[config.mk]
export PLATFORM = sky130hd
export DESIGN_NAME = btn_debounce_pulse
export DESIGN_NICKNAME = d
export VERILOG_FILES = /design/src/rtl/btn_debounce_pulse.sv
export SDC_FILE = /design/constraint.sdc
export NUM_CORES = 1
export LEC_CHECK = 0
export ABC_CLOCK_PERIOD_IN_PS = 4600
export CORE_MARGIN = 3
export CORE_UTILIZATION = 55
export CTS_CLUSTER_SIZE = 24
export DETAILED_ROUTE_END_ITERATION = 7
export PLACE_DENSITY = 0.73
export SLEW_MARGIN = 15
export SYNTH_ARGS = -nofsm -noshare
export SYNTH_HDL_FRONTEND = slang
export SYNTH_SLANG_ARGS = --single-unit
[constraint.sdc]
create_clock -name clk -period 4.6 [get_ports clk]
set_input_delay 0.92 -clock clk [delete_from_list [all_inputs] [get_ports clk]]
set_output_delay 0.92 -clock clk [all_outputs]
set_load 0.1 [all_outputs]
[src/rtl/btn_debounce_pulse.sv]
// Pushbutton front end: 2-flop synchronizer, ms-tick debouncer and registered
// press / release / long-press single-cycle pulses.
module btn_debounce_pulse #(
    parameter int unsigned TICK_DIV    = 100000,
    parameter int unsigned SIM_MODE    = 0,
    parameter int unsigned DEBOUNCE_MS = 20,
    parameter int unsigned LONG_MS     = 1000
) (
    input  logic clk,
    input  logic rst,
    input  logic btn_raw,
    output logic btn_level,
    output logic press_pulse,
    output logic release_pulse,
    output logic long_pulse
);

    localparam int unsigned TickPeriod = (SIM_MODE != 0) ? 10 : TICK_DIV;
    localparam int unsigned TickW      = (TickPeriod > 1) ? $clog2(TickPeriod) : 1;
    localparam int unsigned MsW        = (LONG_MS > 0) ? $clog2(LONG_MS + 1) : 1;

    if (DEBOUNCE_MS < 1 || LONG_MS < 1 || TICK_DIV < 2) begin : g_param_check
        $error("btn_debounce_pulse: need DEBOUNCE_MS>=1, LONG_MS>=1, TICK_DIV>=2");
    end

    typedef enum logic [2:0] {
        StIdle,
        StPressWait,
        StPressed,
        StLong,
        StReleaseWait
    } state_e;

    state_e           state_q, state_d;
    logic             sync1_q, btn_s_q;
    logic [TickW-1:0] tick_cnt_q, tick_cnt_d;
    logic [MsW-1:0]   ms_cnt_q, ms_cnt_d;
    logic             long_flag_q, long_flag_d;
    logic             level_q, level_d;
    logic             press_q, press_d;
    logic             release_q, release_d;
    logic             long_q, long_d;
    logic             tick;
    logic             debounce_done;
    logic             long_done;

    assign tick          = (tick_cnt_q == TickW'(TickPeriod - 1));
    assign debounce_done = tick && (32'(ms_cnt_q) == DEBOUNCE_MS - 1);
    assign long_done     = tick && (32'(ms_cnt_q) == LONG_MS - 1);

    always_comb begin
        tick_cnt_d = tick ? '0 : tick_cnt_q + TickW'(1);
    end

    always_comb begin
        state_d     = state_q;
        long_flag_d = long_flag_q;
        press_d     = 1'b0;
        release_d   = 1'b0;
        long_d      = 1'b0;

        // A btn_s change always takes priority over a tick in the same cycle.
        unique case (state_q)
            StIdle: begin
                if (btn_s_q) state_d = StPressWait;
            end
            StPressWait: begin
                if (!btn_s_q) begin
                    state_d = StIdle;
                end else if (debounce_done) begin
                    state_d = StPressed;
                    press_d = 1'b1;
                end
            end
            StPressed: begin
                if (!btn_s_q) begin
                    state_d = StReleaseWait;
                end else if (long_done) begin
                    state_d     = StLong;
                    long_d      = 1'b1;
                    long_flag_d = 1'b1;
                end
            end
            StLong: begin
                if (!btn_s_q) state_d = StReleaseWait;
            end
            StReleaseWait: begin
                if (btn_s_q) begin
                    state_d = long_flag_q ? StLong : StPressed;
                end else if (debounce_done) begin
                    state_d     = StIdle;
                    release_d   = 1'b1;
                    long_flag_d = 1'b0;
                end
            end
            default: state_d = StIdle;
        endcase

        level_d = (state_d == StPressed) || (state_d == StLong) ||
                  (state_d == StReleaseWait);
    end

    // ms_cnt restarts on every state entry and saturates rather than wrapping.
    always_comb begin
        ms_cnt_d = ms_cnt_q;
        if (state_d != state_q) begin
            ms_cnt_d = '0;
        end else if (tick && (ms_cnt_q != {MsW{1'b1}})) begin
            ms_cnt_d = ms_cnt_q + MsW'(1);
        end
    end

    always_ff @(posedge clk) begin
        if (rst) begin
            sync1_q     <= 1'b0;
            btn_s_q     <= 1'b0;
            tick_cnt_q  <= '0;
            ms_cnt_q    <= '0;
            state_q     <= StIdle;
            long_flag_q <= 1'b0;
            level_q     <= 1'b0;
            press_q     <= 1'b0;
            release_q   <= 1'b0;
            long_q      <= 1'b0;
        end else begin
            sync1_q     <= btn_raw;
            btn_s_q     <= sync1_q;
            tick_cnt_q  <= tick_cnt_d;
            ms_cnt_q    <= ms_cnt_d;
            state_q     <= state_d;
            long_flag_q <= long_flag_d;
            level_q     <= level_d;
            press_q     <= press_d;
            release_q   <= release_d;
            long_q      <= long_d;
        end
    end

    assign btn_level     = level_q;
    assign press_pulse   = press_q;
    assign release_pulse = release_q;
    assign long_pulse    = long_q;

endmodule

Yosys cells after proc, flatten, opt, wreduce, memory -nomap -nowiden
Index checks and enable logic that the tools add are counted.

word-level totals
  flip-flop bits (word level) = 37
  input port bits = 3
  output and inout bits = 4
  word-level logic and storage cells = 62

cells by class
  $add $sub $neg = 2
  equality and inequality tests = 16
  mux-type cells = 17
  bitwise gates (word level) = 4
  reduce and logical (&&, ||, !) cells = 13

operators with widths
  kind                   number
  $mux 3                 8
  $add 17x1->17 const B  1
  $eq 17x17->1 const B   1
  $pmux 3 s5             1
  $eq 3x2->1 const B     4
  $add 10x1->10 const B  1
  $eq 10x10->1 const B   1
  $eq 10x5->1 const B    1
  $ne 10x10->1 const B   1
  $reduce_or 3->1        3
  $ne 2x2->1 const B     4
  $mux 1                 7
  $eq 3x3->1 const B     2
  $reduce_and 5->1       1
  $not 1->1              4
  $reduce_or 2->1        2
  $eq 3x1->1 const B     1
  $logic_and 1x1->1      3
  $logic_not 3->1        1
  $ne 3x3->1             1
  $logic_or 1x1->1       2
  $pmux 1 s2             1
  $reduce_bool 2->1      1

Depth between registers and ports, before layout
  depth in word-level cells = 8
  mapped depth = 8
  depth with buffers taken out = 6

Least setup slack after synthesis
OpenSTA, ideal clock, no wires.

  kind = reg2reg
  start point = reg tick_cnt_q[8]
  end point = reg ms_cnt_q[5]
  setup time = 0.117 ns
  arrival = 1.982 ns
  required time = 4.483 ns
  path slack = 2.501 ns
  stages on the path, launching flop included = 8
  buffers on the path = 2
  clock period less this slack = 2.099 ns
  cells stage by stage = dfxtp_1 or4_1 or4_1 buf_2 buf_6 nor4_1 xnor2_1 nor2_2

between the ends
  cells in the longest elaborated chain, start to end = 7
  elaborated cells on any way between the ends = 13
  classes of those cells = 2 x eq/ne; 7 x mux; 4 x reduce/logical

ends and longest elaborated chain
  item                                         line        text
  start: declaration                           36          logic [TickW-1:0] tick_cnt_q, tick_cnt_d;
  start signal: assignment                     128         tick_cnt_q <= tick_cnt_d;
  $eq 17x17->1 *                               47          assign tick = (tick_cnt_q == TickW'(TickPeriod - 1));
  $logic_and 1x1->1, on equally long branches  48, 49
  $mux 3, on equally long branches             90, 70, 78
  $mux 3, on equally long branches             88, 68, 76
  $pmux 3 s5                                   63          unique case (state_q)
  $ne 3x3->1                                   106         if (state_d != state_q) begin
  $reduce_or 2->1 (no line)                    --
  end signal: assignment                       129         ms_cnt_q <= ms_cnt_d;
  end: declaration                             37          logic [MsW-1:0] ms_cnt_q, ms_cnt_d;

Mark *: on every way between the ends. The rest lies on a longest branch, timed or not.
A chain may end at the register's enable or synchronous reset.

Final worst setup path
  start point = reg release_q, in the netlist release_pulse
  end point = out release_pulse

RTL lines
  item                      line  text
  start: declaration        41    logic release_q, release_d;
  start signal: assignment  134   release_q <= release_d;
  end: declaration          14    output logic release_pulse,

No word-level cell between the ends.

==> flow_summary_export.csv <==
group,metric,value,unit
logic_synthesis,synth_area_leader_cell,"dfxtp_1",
logic_synthesis,synth_top_family_by_area,"simple AND/OR/NAND/NOR gates",
route,antenna_left,0,
cts,h-tree-depth,2,
sta,min_period_over_period,59.23,%
sta,setup_tns,0,ps
setup_path,cp.buffers_inverters,1,
grt,grt.busiest_layer,"met2",
cts,cts_inserted_buffers,5,
power,leakagePower,0.5895,nW
logic_synthesis,syn_area_per_cell,8.719,µm²
floorplanning,start_util,58.87,%
logic_synthesis,yosysWarnings,0,
power,swShare,19.59,%
sta,clock_skew,15.42,ps
cts,cts_sinks,37,
grt,gr-usage-met3,4.612,%
power,p_int,0.0004975,W
cts,clkSlewWorstSetupHoldPaths,110,ps
floorplanning,io_pins,7,
logic_synthesis,synth_edf_count,0,
sta,slew_viol_final,0,
logic_synthesis,synth.top_cell.area_share,44.48,%
setup_path,cp_cell_sequence,"clkdlybuf4s50_1",
layout,nNetsFinal,203,
grt,antenna_found_initial,0,
worst_hold_path,hold_path_depth,1,
logic_synthesis,ys.flop_type,"dfxtp_1",
floorplanning,num_rows,19,
floorplanning,core_area,2829,µm²
cts,insertion_delay,350,ps
power,seqPwrFrac,52.8,%
cts,cts_resized,0,
setup_path,path_depth,1,
grt,grt_max_degree,17,
logic_synthesis,ys_seq_area_share,44.48,%
logic_synthesis,ys_types,36,
route,drt_iter0_markers,84,
place,place.gp.congestion,0.8748,
worst_hold_path,hp-class,"reg2reg",
layout,antenna_cells,0,
place,dpl.hpwl,2.018,mm
sta,finalHoldViolCount,0,
route,drc,0,
sta,worstMarginPinSlew,970.6,ps
logic_synthesis,ys_ff_latch,37,
setup_path,crit_path_max_fanout,1,
setup_path,slowest_delay,1130,ps
cts,clk_path_buf_depth,2,
setup_path,cpMaxStageDelayCell,"clkdlybuf4s50_1",
cts,post-cts-setup-buffers,0,
setup_path,cp.required,3680,ps
sta,report.final.setup_viol,0,
logic_synthesis,synthSimpleGateAreaFrac,32.16,%
logic_synthesis,synth_cells,191,
layout,postLayoutCoreUtil,64.79,%
layout,final_cells,230,
sta,setup_ws,1875,ps
route,drt_first_pass_iters,4,
setup_path,crit_type,"reg2out",
sta,fin_crit,2725,ps
logic_synthesis,synthXorXnorAreaFrac,10.52,%
outcome,status,"completed",
grt,grt_use_met2,27.19,%
setup_path,crit_path_start_kind,"flip-flop",
logic_synthesis,async_reset_ff_share,0,%
power,total_power,0.0006187,W
power,pwr-share-clk,44.9,%
power,peakVddDrop,0.0002765,V
setup_path,endpoint_kind,"primary output",
logic_synthesis,synth_nets,196,
floorplanning,die_w,61.03,µm
route,viasPerCell,5.835,
cts,holdBufCountCts,0,
cts,clock_tree.root_cell,"clkbuf_4",
logic_synthesis,synth_most_common_cell,"dfxtp_1",
layout,syn_to_final_growth,10.07,%
route,routedWlPerCell,13.15,µm
logic_synthesis,synth_area,1665,µm²
logic_synthesis,yosys-top-cells-count,"dfxtp_1, nor2_1, nand2_1",
place,dp_worst_setup_slack,2122,ps
setup_path,arrival,1800,ps
floorplanning,die_h,61.03,µm
logic_synthesis,synth_compound_area_share,7.213,%
setup_path,path_delay_family,"buffers and inverters",
setup_path,rr_worst_depth,5,
grt,grt-ovfl-total,0,
grt,grt_pass1_vias,1178,
layout,final_layout_size_suffix_gt1_share,6.030,%
job,drv_cap,0,
grt,grt_pass1_wl,5.126,mm
power,p_sw,0.0001212,W
power,pwr-share-comb,2.3,%
sta,rsz0062_at_grt,"no",
power,pwr_density_cell,337.5,nW/µm²
place,port_buffers,6,
floorplanning,die_area,3724,µm²
cts,cts_tree,"built",
logic_synthesis,synthAdderAreaFrac,1.503,%
grt,grtUsageMet1,24.32,%
place,dp_cells,222,
sta,max_freq,367.0,MHz
logic_synthesis,synth.area.mux_share,1.202,%
route,via_count,1342,
grt,grt_usage,18.48,%
sta,relSlewSlack,35.09,%
route,wirelength,3.025,mm
logic_synthesis,synthTopCellsByArea,"dfxtp_1, xnor2_1, nor2_1",
metrics by stage:
step / area, µm² / hold slack (ps)
detailed placement: 1730 / 427.6
finish: 1833 / 437.2
global route: 1833 / 440.1
CTS: 1833 / 441.3
floorplan: 1665 / 413.8
global placement: 1730 / 419.9
cell type report:
type | count | area [µm²]
Clock inverter | 3 | 65.06
Multi-Input combinational cell | 144 | 875.8
Tap cell | 31 | 38.79
Fill cell | 237 | 996.0
Sequential cell | 37 | 740.7
Clock buffer | 5 | 37.54
Inverter | 4 | 15.01
Timing Repair Buffer | 6 | 60.06
worst paths after layout:
path	start	endpoint	slack [ps]
setup / recovery	release_pulse	release_pulse	1880
hold / removal	sync1_q	btn_s_q	440
setup reg to reg	tick_cnt_q[8]	ms_cnt_q[4]	2070
hold reg to reg	sync1_q	btn_s_q	440
worst register-to-register path, delay by kind of cell, from the launching register on:
kind               cells  cell delay (ps)
and+or+nand+nor        4             1570
DFF                    1              380
AOI/OAI and AO/OA      1              480
registers in the layout (all words and copies together) (netlist names):
name and count:
btn_level 1, long_pulse 1, press_pulse 1, tick_cnt_q 17, long_flag_q 1, ms_cnt_q 10
state_q 3, btn_s_q 1, release_pulse 1, sync1_q 1
power groups by stage:
stage,clock [W],combinational (W),sequential (W)
CTS,0.000284,0.0000144,0.000327
global placement,0,0.0000141,0.000334
floorplan,0,0.0000116,0.000333
finish,0.000278,0.0000143,0.000327
global route,0.000298,0.0000164,0.000328
detailed placement,0,0.0000144,0.000334
routing by layer:
layer | part of all wire, % | vias up | routed length, µm
met4 | 0.66 | 0 | 20
met1 | 48 | 628 | 1464
met3 | 3.5 | 2 | 107
li1 | - | 686 | -
met5 | 0 | - | 0
met2 | 47 | 26 | 1434
layout by cell type (no fill, tap or decap):
cell and count:
dfxtp_1 37, clkinv_2 1, nor4b_1 2, nand4b_1 2
nor4b_2 1, o21a_1 1, ha_1 2, mux2i_1 2
and3_1 2, a21oi_1 4, nor3_1 8, and4b_1 1
bufinv_16 2, a21boi_0 2, o22ai_1 1, nand2b_1 4
nor2_2 3, a2bb2o_1 1, clkbuf_4 5, a31oi_1 3
a221o_1 1, o21ai_0 5, nor4_1 6, xor2_1 7
nand2_1 14, nor2_1 30, nand3_1 8, nor3b_1 2
o31ai_1 1, or4_1 3, xnor2_1 13, nand4bb_1 1
clkdlybuf4s50_1 6, or3_1 4, nand4_1 6, inv_1 4
nor2b_1 4
logic make-up after synthesis:
| group | count (synthesis) |
|---|---|
| buffers and inverters | 10 |
| AND/OR/NAND/NOR | 101 |
| AO/OA/AOI/OAI | 19 |
| flip-flops | 37 |
| adder cells (fa/ha/maj) | 2 |
| multiplexers | 2 |
| XOR/XNOR | 20 |
Power figures use the tool's default switching activity.
==> patch (same settings) <==
Change the parameter `LONG_MS` from 1000 to 4000.
--- a/src/rtl/btn_debounce_pulse.sv
+++ b/src/rtl/btn_debounce_pulse.sv
@@ -4,7 +4,7 @@
     parameter int unsigned TICK_DIV    = 100000,
     parameter int unsigned SIM_MODE    = 0,
     parameter int unsigned DEBOUNCE_MS = 20,
-    parameter int unsigned LONG_MS     = 1000
+    parameter int unsigned LONG_MS     = 4000
 ) (
     input  logic clk,
     input  logic rst,
Check against the original RTL: same outputs for any inputs over 10 cycles, from zero or initial values and one cycle with rst high; that may be too few to reach the edited logic, so the function may still have changed.
==> patch against the original RTL <==
- routed wire length grew 22%
- sequential cell count up 2
- via count grew 17%
- synthesized area grew 15%
- power shrank 14%
- design area up 11%
- worst setup slack improved by 0.0034 ns
- fmax grew 0.13%
- sequential power grew 6%
- critical path depth stayed put
- register-to-register slack worse by 0.17 ns
- critical endpoint is now long_pulse
- largest power group unchanged
==> patch: results <==
export IMPL_status="finished clean"
export IMPL_nNonClkInverters=5
export IMPL_top_regs="tick_cnt_q: 17 flops, ms_cnt_q: 12 flops, state_q: 3 flops"
export IMPL_finalNonFillerCells=266
export IMPL_synth_commonest_cells="39 x dfxtp_1, 25 x nor2_1, 17 x nand2_1"
export IMPL_reg2reg_from="tick_cnt_q[0]"
export IMPL_synth_xor_area_share_pct=8.21
export IMPL_grt_use_met1_pct=24.6
export IMPL_drive_gt1_share_pct=9.46
export IMPL_crit_end="long_pulse"
export IMPL_synth_cell_types=47
export IMPL_grt_util_met2_pct=32.7
export IMPL_r2r_end="ms_cnt_q[3]"
export IMPL_multiInputGateArea_um2=1080
export IMPL_use_met3_pct=6.59
export IMPL_grt_pass1_wl_mm=6.67
export IMPL_grt_pass1_vias=1524
export IMPL_dp_hpwl_mm=2.64
export IMPL_dp_cells=258
export IMPL_synth_seq_area_share_pct=40.7
export IMPL_grt_total_usage_pct=20.0
export IMPL_synthMuxAreaShare_pct=0.522
export IMPL_met1_length_mm=1.62
export IMPL_critPathLaunch="long_pulse"
export IMPL_vias=1564
export IMPL_fin_skew_ns=0.00908
export IMPL_nets=226
export IMPL_totalWireLength_mm=3.68
export IMPL_area_share_nonclk_buffers_pct=2.94
export IMPL_clock_buffers=7
export IMPL_tightest_slew_ns=0.998
export IMPL_synth_compound_area_share_pct=12.0
export IMPL_final_clk_cell_share_pct=2.45
export IMPL_fillers=284
==> patch: changes by cell type after synthesis, moves of 3 or more <==
cell / delta
xnor2_1: -7
nor2_1: -5
clkbuf_1: +5
xor2_1: +5
nand3_1: +3
a211oi_1: +7
nor2_2: -3
o21ai_0: +6
and4_1: +3
nand2_1: +3
==> patch: per-stage QoR <==
stage | instance area, µm² | util [%] | worst slack, ns | hold WS (ns) | power, mW
after global routing | 2040 | 64.2 | 1.63 | 0.470 | 0.554
after floorplan | 1920 | - | 2.41 | 0.414 | 0.368
after detailed placement | 1990 | 62.6 | 1.95 | 0.429 | 0.372
final | 2040 | 64.2 | 1.88 | 0.455 | 0.531
after CTS | 2040 | 64.2 | 1.86 | 0.456 | 0.535
after global placement | 1990 | 62.6 | 2.12 | 0.418 | 0.371
==> patch: power breakdown <==
part           leakage [nW]  switching, mW  internal [mW]
clock                0.0293          0.107         0.0596
combinational         0.333         0.0127        0.00654
sequential            0.315        0.00406          0.342
